### config.mk
export PLATFORM = sky130hd
export DESIGN_NAME = instruction_fetch_unit_flat
export DESIGN_NICKNAME = d
export VERILOG_FILES = /design/src/rtl/instruction_fetch_unit_pkg.sv /design/src/rtl/instruction_fetch_unit_if.sv /design/src/rtl/instruction_fetch_unit_pc_next_calc.sv /design/src/rtl/instruction_fetch_unit.sv /design/src/flat_wrapper.sv
export SDC_FILE = /design/constraint.sdc
export NUM_CORES = 1
export LEC_CHECK = 0
export CAP_MARGIN = 10
export CORE_AREA = 2 2 153 155
export CTS_CLUSTER_SIZE = 14
export DETAILED_ROUTE_END_ITERATION = 10
export DIE_AREA = 0 0 155 157
export HOLD_SLACK_MARGIN = 0.03
export MAX_ROUTING_LAYER = met4
export PLACE_DENSITY = 0.79
export SETUP_SLACK_MARGIN = 0.2
export SYNTH_ARGS = -nofsm -noshare
export SYNTH_HDL_FRONTEND = slang
export SYNTH_SLANG_ARGS = --single-unit
### constraint.sdc
create_clock -name clock -period 9.15 [get_ports clock]
set_input_delay 2.2875 -clock clock [delete_from_list [all_inputs] [get_ports clock]]
set_output_delay 2.2875 -clock clock [all_outputs]
set_load 0.02 [all_outputs]
### src/rtl/instruction_fetch_unit_pkg.sv
// Shared encodings for the instruction fetch unit: next-PC selects, FSM states
// and the default reset PC.
package instruction_fetch_unit_pkg;

    localparam logic [1:0] PCSEL_HOLD = 2'b00;
    localparam logic [1:0] PCSEL_INC  = 2'b01;
    localparam logic [1:0] PCSEL_REL  = 2'b10;
    localparam logic [1:0] PCSEL_REG  = 2'b11;

    localparam logic [1:0] ST_IDLE  = 2'b00;
    localparam logic [1:0] ST_FETCH = 2'b01;
    localparam logic [1:0] ST_VALID = 2'b10;

    localparam logic [63:0] DEFAULT_RESET_PC = 64'h0;

    // Instructions are word aligned, so the two low address bits never carry information.
    function automatic logic [63:0] word_align(input logic [63:0] addr);
        return {addr[63:2], 2'b00};
    endfunction

endpackage

### src/rtl/instruction_fetch_unit_if.sv
// Control-unit and instruction-memory signals of the fetch unit.
// master = fetch unit side, slave = control unit / memory side.
interface instruction_fetch_unit_if;
    logic        pc_load;
    logic [1:0]  pc_sel;
    logic [63:0] constant;
    logic [63:0] reg_target;
    logic        mem_req;
    logic [63:0] mem_addr;
    logic        mem_ack;
    logic [31:0] mem_rdata;
    logic [31:0] instruction;
    logic        instr_valid;
    logic [63:0] pc;
    logic [63:0] pc_plus4;

    modport master (
        input  pc_load, pc_sel, constant, reg_target, mem_ack, mem_rdata,
        output mem_req, mem_addr, instruction, instr_valid, pc, pc_plus4
    );

    modport slave (
        output pc_load, pc_sel, constant, reg_target, mem_ack, mem_rdata,
        input  mem_req, mem_addr, instruction, instr_valid, pc, pc_plus4
    );
endinterface

### src/rtl/instruction_fetch_unit_pc_next_calc.sv
// Combinational next-PC selection: hold, sequential, PC-relative word offset
// or absolute register target, always word aligned and wrapping modulo 2^64.
module pc_next_calc
    import instruction_fetch_unit_pkg::*;
(
    input  logic [63:0] pc,
    input  logic [1:0]  pc_sel,
    input  logic [63:0] constant,
    input  logic [63:0] reg_target,
    output logic [63:0] pc_next,
    output logic [63:0] pc_plus4
);

    logic [63:0] rel_target;

    assign pc_plus4   = pc + 64'd4;
    // Word offset: the shift drops constant[63:62], matching {constant[61:0],2'b00}.
    assign rel_target = pc + (constant << 2);

    always_comb begin
        pc_next = pc;
        case (pc_sel)
            PCSEL_HOLD: pc_next = pc;
            PCSEL_INC:  pc_next = pc_plus4;
            PCSEL_REL:  pc_next = rel_target;
            PCSEL_REG:  pc_next = reg_target;
            default:    pc_next = pc;
        endcase
        pc_next = word_align(pc_next);
    end

endmodule

### src/rtl/instruction_fetch_unit.sv
// Instruction fetch unit: holds the PC, issues one memory read per fetch and
// registers the returned instruction for the control unit.
//
// state    | meaning
// ---------+----------------------------------------------------------
// ST_IDLE  | just out of reset, no request outstanding
// ST_FETCH | mem_req high at pc, waiting for mem_ack
// ST_VALID | instruction holds the word at pc, waiting for pc_load
module instruction_fetch_unit
    import instruction_fetch_unit_pkg::*;
#(
    parameter logic [63:0] RESET_PC = DEFAULT_RESET_PC
)
(
    input  logic                     clock,
    input  logic                     reset,
    instruction_fetch_unit_if.master bus
);

    localparam logic [63:0] RESET_PC_ALIGNED = word_align(RESET_PC);

    logic [1:0]  state;
    logic [63:0] pc_q;
    logic [63:0] pc_next;
    logic [63:0] pc_plus4;
    logic [31:0] instr_q;

    pc_next_calc u_pc_next_calc (
        .pc         (pc_q),
        .pc_sel     (bus.pc_sel),
        .constant   (bus.constant),
        .reg_target (bus.reg_target),
        .pc_next    (pc_next),
        .pc_plus4   (pc_plus4)
    );

    always_ff @(posedge clock or negedge reset) begin
        if (!reset) begin
            state   <= ST_IDLE;
            pc_q    <= RESET_PC_ALIGNED;
            instr_q <= 32'h0;
        end else begin
            case (state)
                ST_IDLE: state <= ST_FETCH;
                ST_FETCH: begin
                    if (bus.mem_ack) begin
                        instr_q <= bus.mem_rdata;
                        state   <= ST_VALID;
                    end
                end
                ST_VALID: begin
                    // The branch target is formed from the pc of the instruction being retired.
                    if (bus.pc_load) begin
                        pc_q  <= pc_next;
                        state <= ST_FETCH;
                    end
                end
                default: state <= ST_IDLE;
            endcase
        end
    end

    assign bus.mem_req     = (state == ST_FETCH);
    assign bus.mem_addr    = pc_q;
    assign bus.instr_valid = (state == ST_VALID);
    assign bus.instruction = instr_q;
    assign bus.pc          = pc_q;
    assign bus.pc_plus4    = pc_plus4;

endmodule

### src/flat_wrapper.sv
// flat-port wrapper written by rule: the top's interface ports become plain ports
module instruction_fetch_unit_flat import instruction_fetch_unit_pkg::*;
#(
    parameter logic [63:0] RESET_PC = DEFAULT_RESET_PC
)
  (clock, reset, bus_pc_load, bus_pc_sel, bus_constant, bus_reg_target, bus_mem_ack, bus_mem_rdata, bus_mem_req, bus_mem_addr, bus_instruction, bus_instr_valid, bus_pc, bus_pc_plus4);
  instruction_fetch_unit_if bus_i ();
  input  logic clock;
  input  logic reset;
  input wire logic [$bits(bus_i.pc_load)-1:0] bus_pc_load;
  input wire logic [$bits(bus_i.pc_sel)-1:0] bus_pc_sel;
  input wire logic [$bits(bus_i.constant)-1:0] bus_constant;
  input wire logic [$bits(bus_i.reg_target)-1:0] bus_reg_target;
  input wire logic [$bits(bus_i.mem_ack)-1:0] bus_mem_ack;
  input wire logic [$bits(bus_i.mem_rdata)-1:0] bus_mem_rdata;
  output wire logic [$bits(bus_i.mem_req)-1:0] bus_mem_req;
  output wire logic [$bits(bus_i.mem_addr)-1:0] bus_mem_addr;
  output wire logic [$bits(bus_i.instruction)-1:0] bus_instruction;
  output wire logic [$bits(bus_i.instr_valid)-1:0] bus_instr_valid;
  output wire logic [$bits(bus_i.pc)-1:0] bus_pc;
  output wire logic [$bits(bus_i.pc_plus4)-1:0] bus_pc_plus4;
  assign bus_i.pc_load = bus_pc_load;
  assign bus_i.pc_sel = bus_pc_sel;
  assign bus_i.constant = bus_constant;
  assign bus_i.reg_target = bus_reg_target;
  assign bus_i.mem_ack = bus_mem_ack;
  assign bus_i.mem_rdata = bus_mem_rdata;
  assign bus_mem_req = bus_i.mem_req;
  assign bus_mem_addr = bus_i.mem_addr;
  assign bus_instruction = bus_i.instruction;
  assign bus_instr_valid = bus_i.instr_valid;
  assign bus_pc = bus_i.pc;
  assign bus_pc_plus4 = bus_i.pc_plus4;
  instruction_fetch_unit #(.RESET_PC(RESET_PC)) u_core (.clock(clock), .reset(reset), .bus(bus_i));
endmodule
======== After elaboration in Yosys (flattened, before gate mapping) ========
Cells that the tools add are included.
Widths: inputs -> output; s select.
storage, ports and cells
  bits of input ports ..................... 166
  output and inout port bits .............. 226
  word-level logic and storage cells ...... 22
  bits in registers ....................... 96
operators by class
  equality and inequality tests ........... 7
  bitwise gates (word level) .............. 1
  add/subtract/negate cells ............... 2
  reduce and logical (&&, ||, !) cells .... 5
  muxes and demuxes ....................... 4
operator list
  kind                   count
  $pmux 64 s4            1
  $add 64x3->64 const B  1
  $add 64x64->64         1
  $eq 2x2->1 const B     3
  $pmux 2 s3             1
  $eq 2x1->1 const B     2
  $logic_not 2->1        2
  $mux 2                 2
  $ne 2x2->1 const B     2
  $reduce_and 2->1       2
  $reduce_and 3->1       1
  $not 1->1              1

======== Logic depth before layout (Yosys ltp) ========
Gate-level depths: netlist of the first run.
  depth in word-level cells ............... 3
  depth in mapped cells ................... 13
  gate-level depth less buffers ........... 13

======== Cells and area by module ========
Synthesis of the first run repeated with hierarchy kept, for this count alone.
unflattened totals
  cells, all modules ...................... 1242
  area, all modules ....................... 11213.3 µm²
by module, submodules not included
  module                  cells each  sequential area each (µm²)  area each (µm²)  instances
  pc_next_calc            966         0.0                         6760.2           1
  instruction_fetch_unit  276         2452.4                      4453.0           1

======== Worst setup path after synthesis of the first run ========
Ideal clock, no wire load.
  kind .................................... input to register
  from .................................... input bus_constant[0]
  to ...................................... register u_core.pc_q[50] (netlist: u_core.bus.mem_addr[50])
  arrival ................................. 4.819 ns
  setup time .............................. 0.127 ns
  buffers on the path ..................... 0
  path slack .............................. 4.204 ns
  stages .................................. 12
  required time ........................... 9.023 ns
  cells stage by stage .................... ha_1 fa_1 a211oi_1 o21ai_0 a21oi_1 o211ai_1 a41o_1 nor4b_1 or3_1 xor2_1 a222oi_1 inv_1
on the way
  longest elaborated chain between the ends .. 2
RTL lines
  item                    RTL line                                   RTL
  start: declaration      flat_wrapper.sv:12                         input wire logic [$bits(bus_i.constant)-1:0] bus_constant;
  $add 64x64->64          instruction_fetch_unit_pc_next_calc.sv:18  assign rel_target = pc + (constant << 2);
  $pmux 64 s4             instruction_fetch_unit_pc_next_calc.sv:22  case (pc_sel)
  end signal: assignment  instruction_fetch_unit.sv:54               pc_q <= pc_next;
  end: declaration        instruction_fetch_unit.sv:23               logic [63:0] pc_q;
No other way between the ends.
A chain may end at the register's enable or synchronous reset.

======== Worst setup path after layout of the first run ========
  from .................................... register u_core.pc_q[3] (netlist: u_core.bus.mem_addr[3])
  to ...................................... output bus_pc_plus4[54]
on the way
  longest elaborated chain between the ends .. 1
RTL lines
  item              RTL line                                   RTL
  $add 64x3->64     instruction_fetch_unit_pc_next_calc.sv:16  assign pc_plus4 = pc + 64'd4;
  end: declaration  flat_wrapper.sv:21                         output wire logic [$bits(bus_i.pc_plus4)-1:0] bus_pc_plus4;
No other way between the ends.

==> reports/results.md, run 1 <==
| Group | Item | This run |
|---|---|---|
| worst setup path | Largest driver fanout on the critical path | 8 |
| power | Worst-case vdd ir drop | 177 µV |
| yosys | Cell count after synthesis | 1335 |
| yosys | Sequential cell area fraction in the yosys report | 0.232 |
| sta | Post-route minimum period | 6.53 ns |
| sta | Endpoints failing setup | 0 |
| grt | Pin count of the biggest net entering global routing | 64 |
| yosys | Flop and latch count out of synthesis | 96 |
| sta | Highest clock rate | 153 MHz |
| worst setup path | Type of destination of the critical path | output port |
| cts | Level count of the clock H-tree | 3 |
| drt | Wirelength per Cell | 21.5 µm |
| grt | Vias in the first global route | 10800 |
| cts | Clock-pin slew on the worst setup and hold paths | 0.08 ns |
| grt | GR Overflow Total | 0 |
| worst setup path | Cells along the critical path | ha_1 > and4_1 > and2b_2 > and3_4 > and4_1 > and2_4 > and3_4 > and2_4 > nand2_1 > xnor2_1 > clkdlybuf4s50_1 |
| worst setup path | Crit path max-delay cell type | clkdlybuf4s50_1 |
| yosys | Mean instance size in the synthesized netlist | 7.75 µm² |
| cts | TritonCTS buffer count | 9 |
| worst setup path | Category of the worst setup path launch point | flop |
| grt | Overall global routing resource usage | 0.329 |
| cells and area | Layout-stage area growth over the synthesis result | 35.7% |
| sta | Final hold viol count | 0 |
| min path | Endpoint, Worst Hold | u_core.bus.instruction[20] |
| cts | Post-CTS Setup Bufs | 0 |
| power | Pwr Total | 5.10 mW |
| worst setup path | WP data required | 6.86 ns |
| power | Switching power as a share of total power | 0.511 |
| worst setup path | Startpoint-to-endpoint class of the critical path | reg -> out |
| worst setup path | CP Data Arrival Time | 4.24 ns |
| sta | Portion of the clock cycle consumed by the worst path in the final layout | 0.713 |
| power | Internal power component | 2.49 mW |
| run status | Run status | complete, no violations |
| cts | Total of hold buffers inserted after clock tree synthesis | 0 |
| sta | Clk_skew | 0.0157 ns |
| grt | Initial antenna violation count | 1 |
| yosys | Share of async-settable or async-resettable flops after synthesis | 1.00 |
| place | Port Buf Inserts | 381 |
| power | Total net switching power | 2.60 mW |
| sta | Final TNS setup | 0 ns |
| cells and area | Combined area of the multi-input logic cells | 0.00703 mm² |
| worst setup path | Register-to-register setup slack | 4.99 ns |
| yosys | Number of warnings issued by yosys | 0 |
| floorplan | Die height | 157 µm |
| worst setup path | Path depth of the worst reg2reg path | 11 |
| cells and area | Fill cell count | 2054 |
| drt | Violation count after the first detailed-route iteration | 867 |
| sta | Slew Limit Headroom | 0.318 |
| drt | Count of antenna-violating nets left after detailed routing | 0 |
| sta | Actual transition at the worst max-transition pin | 0.998 ns |
| cts | Root buffer selected by CTS | clkbuf_16 |
| cells and area | Most common cell after layout, fill and taps aside | clkdlybuf4s50_1 |
| cells and area | NumNets Final | 1820 |
| min path | Hold-critical path depth | 1 |
| floorplan | Core Area | 0.0225 mm² |
| power | Power density of the placed cells | 363 mW/mm² |
| worst setup path | R2R Path End | u_core.bus.mem_addr[63] |
| cts | Sinks on the clock net | 96 |
| cells and area | Proportion of layout cells with a drive suffix above 1 | 0.0576 |
| drt | Wire length reported by the detailed router | 40400 µm |
| power | Total leakage power | 5.66 nW |
| sta | Setup repair after global routing missed its margin | no |
| power | Portion of total power attributed to combinational logic | 0.727 |
| yosys | Most used flip-flop cell after synthesis | dfrtp_1 |
| floorplan | Number of top-level pins | 392 |
| cts | Post_cts resized | 0 |
| worst setup path | CP top delay family | simple AND/OR/NAND/NOR gates |
| cts | Deepest clock path buffer count | 2 |
| cts | Latest clock arrival within the worst-skew pair | 0.37 ns |
| drt | Number of iterations in the first detailed-routing pass | 5 |
| cells and area | Top library cells by usage in the layout, fill and taps aside | clkdlybuf4s50_1, nand2_1, nor2_1, a21oi_1, o21ai_0 |
| run | Maxcap violations | 0 |
| worst setup path | Largest stage delay on the critical path | 0.70 ns |
| power | Clock network fraction of design power | 0.077 |
| yosys | Post-synth EDFFs | 0 |
| min path | Hold Startpoint | u_core.bus.instruction[20] |
| cells and area | Seq. cell area | 0.00240 mm² |
| worst setup path | Count of buffer and inverter cells on the critical path | 1 |
| drt | Post-route DRC | 0 |
| power | Fraction of power consumed by sequential logic | 0.196 |
| grt | First-pass GRT wire length | 60800 µm |
| yosys | Cell area after synthesis | 0.0103 mm² |
| floorplan | Row count | 55 |
| sta | Post-route worst hold slack | 0.506 ns |
| drt | Number of vias in the routed layout | 11200 |
| floorplan | Die X-Extent | 155 µm |
| floorplan | Total die area | 0.0243 mm² |
| worst setup path | Reg-to-reg startpoint | u_core.bus.mem_addr[4] |
| drt | Via density per instance | 5.95 |
| sta | Max Slew Vio Count | 0 |
| place | Routability congestion estimate from global placement | 0.951 |
| cts | CTS tree | built |
| min path | Worst min-delay path category | reg -> reg |
| floorplan | Starting density of the core | 0.460 |
| yosys | Netlist cell types | 76 |
| place | Post-detail-place hpwl | 31000 µm |
[cells by family after synthesis]
| family | Yosys count | synth area share |
|---|---|---|
| AO/OA/AOI/OAI | 384 | 0.237 |
| adder cells (fa/ha/maj) | 63 | 0.0769 |
| multiplexers | 53 | 0.0558 |
| buffers and inverters | 173 | 0.0910 |
| XOR/XNOR | 112 | 0.0948 |
| flip-flops | 96 | 0.232 |
| AND/OR/NAND/NOR | 453 | 0.212 |
| other | 1 | 0.000363 |
[synthesized netlist by cell type, types with 33 or more instances]
| master | n | area, µm² |
|---|---|---|
| nand2_1 | 128 | 480 |
| nor2_1 | 124 | 465 |
| a21oi_1 | 108 | 541 |
| o21ai_0 | 100 | 500 |
| dfrtp_1 | 96 | 2400 |
| buf_4 | 71 | 533 |
| xnor2_1 | 67 | 587 |
| ha_1 | 62 | 776 |
| clkbuf_1 | 60 | 225 |
| nand3_1 | 54 | 270 |
| xor2_1 | 45 | 394 |
| a21o_1 | 39 | 293 |
| mux2_2 | 37 | 417 |
| nand4_1 | 33 | 206 |
[power groups by stage]
| stage | Combinational (mW) | Clock [mW] | Sequential (mW) |
|---|---|---|---|
| detailed placement | 3.67 | 0 | 1.00 |
| global route | 3.96 | 0.415 | 1.04 |
| CTS | 3.69 | 0.397 | 0.994 |
| global placement | 3.64 | 0 | 0.989 |
| floorplan | 2.19 | 0 | 1.13 |
| finish | 3.70 | 0.394 | 0.999 |
[how the worst max path moves through the flow]
| stage | from | to | slack, ns | depth (start not counted) |
|---|---|---|---|---|
| 2_1_floorplan | bus_constant[0] | u_core.bus.mem_addr[50] | 4.20 | 12 |
| 3_3_place_gp | bus_constant[0] | u_core.bus.mem_addr[48] | 3.01 | 14 |
| 3_5_place_dp | bus_constant[0] | u_core.bus.mem_addr[48] | 2.96 | 14 |
| 4_1_cts | u_core.bus.mem_addr[3] | bus_pc_plus4[54] | 2.63 | 11 |
| 5_1_grt | u_core.bus.mem_addr[3] | bus_pc_plus4[54] | 2.50 | 11 |
| 6_report | u_core.bus.mem_addr[3] | bus_pc_plus4[54] | 2.62 | 11 |
[per-layer routing]
metal	global-route usage	share of wire	wire, µm
met1	0.403	0.41	16500
met2	0.545	0.48	19200
met3	0.0421	0.073	2940
met4	0.146	0.042	1700
met5	-	0	0
[layout make-up]
| class | count | area share |
|---|---|---|
| antenna | 1 | 0.000178 |
| clock buffer | 9 | 0.0160 |
| clock inverter | 7 | 0.00455 |
| inverter | 22 | 0.00588 |
| multi-input combinational | 1071 | 0.501 |
| sequential | 96 | 0.171 |
| tap | 285 | 0.0254 |
| timing repair buffer | 391 | 0.276 |
[registers in the layout, summed over array words and instances, names as in the netlist]
name and count:
u_core.bus.mem_addr 62, u_core.bus.instruction 32, u_core.state 2
[stage by stage]
step | utilization | area [µm²] | std cells | setup slack (ns)
after global placement | 0.611 | 13700 | 1865 | 3.01
after floorplan | - | 10400 | 1340 | 4.20
after CTS | 0.624 | 14000 | 1881 | 2.63
final | 0.624 | 14000 | 1882 | 2.62
after global routing | 0.624 | 14000 | 1882 | 2.50
after detailed placement | 0.611 | 13700 | 1865 | 2.96
(Power assumes the default switching activity.)
==> run 2: changes to the inputs <==
CORE_AREA = unset   (was 2 2 153 155)
CORE_ASPECT_RATIO = 1.75   (was unset)
CORE_MARGIN = 2   (was unset)
CORE_UTILIZATION = 41   (was unset)
DIE_AREA = unset   (was 0 0 155 157)
PLACE_DENSITY = 0.74   (was 0.79)
clock period = 5.6 ns   (was 9.15 ns; I/O delays follow)
==> reports/results.md, run 2 (synthesis gave the netlist of run 1 again) <==
| Group | Item | This run |
|---|---|---|
| worst setup path | CP Data Arrival Time | 3.85 ns |
| drt | Count of antenna-violating nets left after detailed routing | 0 |
| cts | Latest clock arrival within the worst-skew pair | 0.38 ns |
| cells and area | Top library cells by usage in the layout, fill and taps aside | clkdlybuf4s50_1, nand2_1, nor2_1, a21oi_1, o21ai_0 |
| run | Maxcap violations | 0 |
| cells and area | Final cell area excluding filler cells | 0.0142 mm² |
| worst setup path | Startpoint-to-endpoint class of the critical path | reg -> out |
| cts | TritonCTS buffer count | 9 |
| place | Total cell area at the placement stage | 0.0139 mm² |
| floorplan | Total die area | 0.0266 mm² |
| grt | Met2 capacity usage during global routing | 0.565 |
| cells and area | Combined area of the multi-input logic cells | 0.00703 mm² |
| sta | Post-route worst hold slack | 0.509 ns |
| grt | First-pass GRT wire length | 63800 µm |
| cts | Level count of the clock H-tree | 3 |
| run status | Run status | complete, no violations |
| cts | Deepest clock path buffer count | 2 |
| grt | Initial antenna violation count | 1 |
| cells and area | Fill cell count | 2370 |
| place | Port Buf Inserts | 381 |
| floorplan | Row count | 76 |
| power | Power density of the placed cells | 590 mW/mm² |
| worst setup path | Largest stage delay on the critical path | 0.66 ns |
| grt | GR Overflow Total | 0 |
| drt | Wire length reported by the detailed router | 42000 µm |
| cts | Clock-pin slew on the worst setup and hold paths | 0.08 ns |
| cts | Sinks on the clock net | 96 |
| floorplan | Die height | 214 µm |
| sta | Endpoints failing setup | 0 |
| worst setup path | Type of destination of the critical path | output port |
| floorplan | Starting density of the core | 0.418 |
| cells and area | Post-layout utilization of the core | 0.574 |
| cells and area | Seq. cell area | 0.00240 mm² |
| worst setup path | Crit path max-delay cell type | clkdlybuf4s50_1 |
| worst setup path | Category of the worst setup path launch point | flop |
| cells and area | Proportion of layout cells with a drive suffix above 1 | 0.0665 |
| place | Post-detail-place hpwl | 33300 µm |
| cells and area | Layout-stage area growth over the synthesis result | 37.1% |
| grt | Overall global routing resource usage | 0.324 |
| floorplan | Number of top-level pins | 392 |
| sta | Max Slew Vio Count | 0 |
| sta | Clk_skew | 0.00902 ns |
| min path | Worst min-delay path category | reg -> reg |
| worst setup path | Largest driver fanout on the critical path | 8 |
| floorplan | Core Area | 0.0247 mm² |
| sta | Final TNS setup | 0 ns |
| floorplan | Die X-Extent | 124 µm |
| sta | Portion of the clock cycle consumed by the worst path in the final layout | 0.937 |
| cts | CTS tree | built |
| sta | Final hold viol count | 0 |
| power | Worst-case vdd ir drop | 311 µV |
| cells and area | Final non-filler cell total | 1922 |
| place | Routability congestion estimate from global placement | 0.997 |
| grt | Vias in the first global route | 11400 |
| sta | Setup repair after global routing missed its margin | no |
| drt | Via density per instance | 5.81 |
| drt | Number of vias in the routed layout | 11200 |
| power | Total leakage power | 5.73 nW |
| worst setup path | Cells along the critical path | ha_1 > and4_1 > and2b_2 > and3_4 > and4_1 > and2_4 > and3_4 > and2_4 > nand2_2 > xnor2_1 > clkdlybuf4s50_1 |
| grt | Global-route met1 utilization | 0.331 |
| sta | Highest clock rate | 191 MHz |
| cells and area | NumNets Final | 1833 |
| worst setup path | WP data required | 4.20 ns |
| cts | Root buffer selected by CTS | clkbuf_16 |
| cts | Total of hold buffers inserted after clock tree synthesis | 0 |
| cells and area | Flip-flop count of the largest register after layout | 62 |
| place | Placed Cells incl. Taps | 1905 |
| drt | Number of iterations in the first detailed-routing pass | 5 |
| drt | Post-route DRC | 0 |
| cells and area | Most common cell after layout, fill and taps aside | clkdlybuf4s50_1 |
| sta | Slew Limit Headroom | 0.365 |
| grt | Met3 Resource Use GR | 0.0516 |
| drt | Violation count after the first detailed-route iteration | 736 |
| grt | Most used routing layer | met2 |
| sta | Post-route minimum period | 5.25 ns |
| drt | Wirelength per Cell | 21.9 µm |
| sta | Actual transition at the worst max-transition pin | 0.953 ns |
| grt | Pin count of the biggest net entering global routing | 67 |
==> run 2: final cells by class <==
class | instances | share of cell area
multi-input cells | 1071 | 0.496
repair buffers | 404 | 0.280
flip-flops and latches | 96 | 0.169
well taps | 312 | 0.0275
clock buffers | 9 | 0.0159
inverters | 22 | 0.00582
clock inverters | 7 | 0.00512
diodes | 1 | 0.000176
==> run 2: through the flow <==
stage,power (mW),worst slack (ns)
2_1_floorplan,5.43,1.54
3_3_place_gp,7.64,0.502
3_5_place_dp,7.69,0.511
4_1_cts,8.39,0.250
5_1_grt,8.95,0.223
6_report,8.38,0.352
==> run 2: worst max-delay path: cells and delay by family (launching register included) <==
| family | cells | cell delay [ns] |
|---|---|---|
| and+or+nand+nor | 8 | 1.82 |
| buffers and inverters | 1 | 0.66 |
| DFF | 1 | 0.49 |
| adders and majority gates | 1 | 0.30 |
| xor gates and xnor gates | 1 | 0.19 |
==> run 2: power breakdown <==
| group | leakage (nW) | switching, mW | internal, mW |
|---|---|---|---|
| sequential | 1.10 | 0.592 | 1.02 |
| combinational | 4.48 | 3.34 | 2.76 |
| clock | 0.144 | 0.340 | 0.317 |
| total | 5.73 | 4.27 | 4.10 |
==> run 2: final timing paths <==
| kind | slack [ns] | startpoint | to | cells past startpoint |
|---|---|---|---|---|
| hold reg to reg | 0.51 | u_core.state[1] | u_core.state[0] | 1 |
| min in group asynchronous | 1.16 | reset | u_core.bus.mem_addr[24] | 1 |
| setup / recovery | 0.35 | u_core.bus.mem_addr[2] | bus_pc_plus4[56] | 11 |
| hold / removal | 0.51 | u_core.state[1] | u_core.state[0] | 1 |
| max in group asynchronous | 3.41 | reset | u_core.bus.mem_addr[3] | 2 |
| setup reg to reg | 1.79 | u_core.bus.mem_addr[2] | u_core.bus.mem_addr[48] | 14 |
==> run 2: metal layers <==
metal | part of all wire | vias to the layer above
li1 | - | 5294
met1 | 0.35 | 5231
met2 | 0.52 | 494
met3 | 0.062 | 148
met4 | 0.063 | 0
met5 | 0 | -
==> run 2: timing repair <==
| item | in CTS | in global routing |
|---|---|---|
| buffers inserted | 0 | 0 |
| setup endpoints to repair | 1 | 2 |
| hold endpoints to repair | 0 | 0 |
| gates resized for setup | 1 | 2 |
==> run 3: changes to the inputs <==
CORE_UTILIZATION = 46   (was 41)
PLACE_DENSITY = 0.79   (was 0.74)
SKIP_CTS_REPAIR_TIMING = 1   (was unset)
clock period = 6 ns   (was 5.6 ns; I/O delays follow)
==> reports/results.md, run 3 (synthesis gave the netlist of run 1 again) <==
| Group | Item | This run |
|---|---|---|
| run status | Run status | complete, no violations |
| cells and area | Top library cells by usage in the layout, fill and taps aside | clkdlybuf4s50_1, nand2_1, nor2_1, a21oi_1, o21ai_0 |
| floorplan | Die height | 202 µm |
| cts | CTS tree | built |
| place | Port Buf Inserts | 381 |
| drt | Violation count after the first detailed-route iteration | 930 |
| sta | Endpoints failing setup | 0 |
| floorplan | Row count | 72 |
| drt | Wirelength per Cell | 22.4 µm |
| cts | Latest clock arrival within the worst-skew pair | 0.37 ns |
| floorplan | Core Area | 0.0221 mm² |
| floorplan | Number of top-level pins | 392 |
| drt | Number of iterations in the first detailed-routing pass | 5 |
| cts | Level count of the clock H-tree | 3 |
| grt | Pin count of the biggest net entering global routing | 70 |
| place | Total cell area at the placement stage | 0.0138 mm² |
| cells and area | Layout-stage area growth over the synthesis result | 36.3% |
| worst setup path | Startpoint-to-endpoint class of the critical path | reg -> out |
| sta | Max Slew Vio Count | 0 |
| power | Worst-case vdd ir drop | 288 µV |
| cts | Sinks on the clock net | 96 |
| run | Maxcap violations | 0 |
| power | Switching power as a share of total power | 0.510 |
| worst setup path | Register-to-register setup slack | 2.02 ns |
| power | Internal power component | 3.85 mW |
| sta | Final TNS setup | 0 ns |
| power | Fraction of power consumed by sequential logic | 0.195 |
| cts | Clock-pin slew on the worst setup and hold paths | 0.08 ns |
| power | Power density of the placed cells | 558 mW/mm² |
| worst setup path | CP Data Arrival Time | 3.95 ns |
| sta | Actual transition at the worst max-transition pin | 0.912 ns |
| cts | TritonCTS buffer count | 9 |
| drt | Wire length reported by the detailed router | 42400 µm |
| cells and area | NumNets Final | 1824 |
| cells and area | Most common cell after layout, fill and taps aside | clkdlybuf4s50_1 |
| cts | Root buffer selected by CTS | clkbuf_16 |
| worst setup path | Type of destination of the critical path | output port |
| cells and area | Proportion of layout cells with a drive suffix above 1 | 0.0600 |
| power | Total net switching power | 4.02 mW |
| drt | Count of antenna-violating nets left after detailed routing | 0 |
| grt | Overall global routing resource usage | 0.355 |
| sta | Post-route minimum period | 5.45 ns |
| min path | Worst min-delay path category | reg -> reg |
| cts | Deepest clock path buffer count | 2 |
| drt | Via density per instance | 6.00 |
| cells and area | Final cell area excluding filler cells | 0.0141 mm² |
| grt | First-pass GRT wire length | 64100 µm |
| drt | Number of vias in the routed layout | 11400 |
| grt | GR Overflow Total | 0 |
| sta | Portion of the clock cycle consumed by the worst path in the final layout | 0.909 |
| sta | Slew Limit Headroom | 0.392 |
| place | Routability congestion estimate from global placement | 0.988 |
| floorplan | Die X-Extent | 117 µm |
| sta | Setup repair after global routing missed its margin | no |
| drt | Post-route DRC | 0 |
| sta | Final hold viol count | 0 |
| power | Portion of total power attributed to combinational logic | 0.725 |
| power | Total leakage power | 5.69 nW |
| floorplan | Starting density of the core | 0.469 |
| worst setup path | Category of the worst setup path launch point | flop |
| power | Pwr Total | 7.87 mW |
| place | Post-detail-place hpwl | 32800 µm |
| power | Clock network fraction of design power | 0.080 |
| floorplan | Total die area | 0.0237 mm² |
| grt | Initial antenna violation count | 0 |
| worst setup path | WP data required | 4.50 ns |
| worst setup path | Largest driver fanout on the critical path | 8 |
| grt | Vias in the first global route | 11200 |
| sta | Clk_skew | 0.00875 ns |
| cells and area | Flip-flop count of the largest register after layout | 62 |
| cells and area | Ant diodes | 0 |
| sta | Highest clock rate | 183 MHz |
[run 3: critical path, cell delays in order (launching register included)]
cell and delay, ns:
dfrtp_1 0.54, ha_1 0.35, and4_1 0.28, or2b_1 0.34, nor4_4 0.26, buf_4 0.21, nand2_1 0.08, nor2_1 0.11
nand3_1 0.21, nor2_1 0.37, xor2_1 0.19, clkdlybuf4s50_1 0.63
[run 3: final timing paths]
path                                   startpoint                   endpoint  depth (start not counted)
setup / recovery           u_core.bus.mem_addr[3]           bus_pc_plus4[60]                         11
hold / removal                    u_core.state[1]            u_core.state[0]                          1
setup reg to reg           u_core.bus.mem_addr[2]    u_core.bus.mem_addr[48]                         14
hold reg to reg                   u_core.state[1]            u_core.state[0]                          1
max in group asynchronous                   reset  u_core.bus.instruction[3]                          2
min in group asynchronous                   reset    u_core.bus.mem_addr[24]                          1
[run 3: power groups by stage]
stage / registers [mW] / logic (mW) / clock network, mW
after floorplan: 1.72 / 3.35 / 0
after global placement: 1.51 / 5.60 / 0
after detailed placement: 1.53 / 5.65 / 0
after CTS: 1.52 / 5.68 / 0.639
after global routing: 1.59 / 6.08 / 0.660
final: 1.53 / 5.71 / 0.633
[run 3: area by class of cell]
cell class,count,area (µm²)
timing repair buffer,395,3910
clock inverter,7,83.8
fill,1957,7970
sequential,96,2400
tap,296,370
clock buffer,9,225
inverter,22,82.6
multi-input combinational,1071,7030
[run 3: through the flow]
| stage | worst slack (ns) | utilization | std cells | hold WS (ns) |
|---|---|---|---|---|
| 4_1_cts | 0.602 | 0.639 | 1896 | 0.508 |
| 3_5_place_dp | 0.687 | 0.625 | 1880 | 0.492 |
| 5_1_grt | 0.391 | 0.639 | 1896 | 0.525 |
| 3_3_place_gp | 0.756 | 0.625 | 1880 | 0.486 |
| 2_1_floorplan | 1.84 | - | 1340 | 0.464 |
| 6_report | 0.547 | 0.639 | 1896 | 0.507 |
[run 3: layer usage]
layer	routed length (µm)	GRT usage	vias to the layer above	part of all wire
met3	2340	0.0381	126	0.055
met2	22700	0.658	539	0.54
met1	15200	0.372	5433	0.36
li1	-	-	5277	-
met5	0	-	-	0
met4	2190	0.174	0	0.052
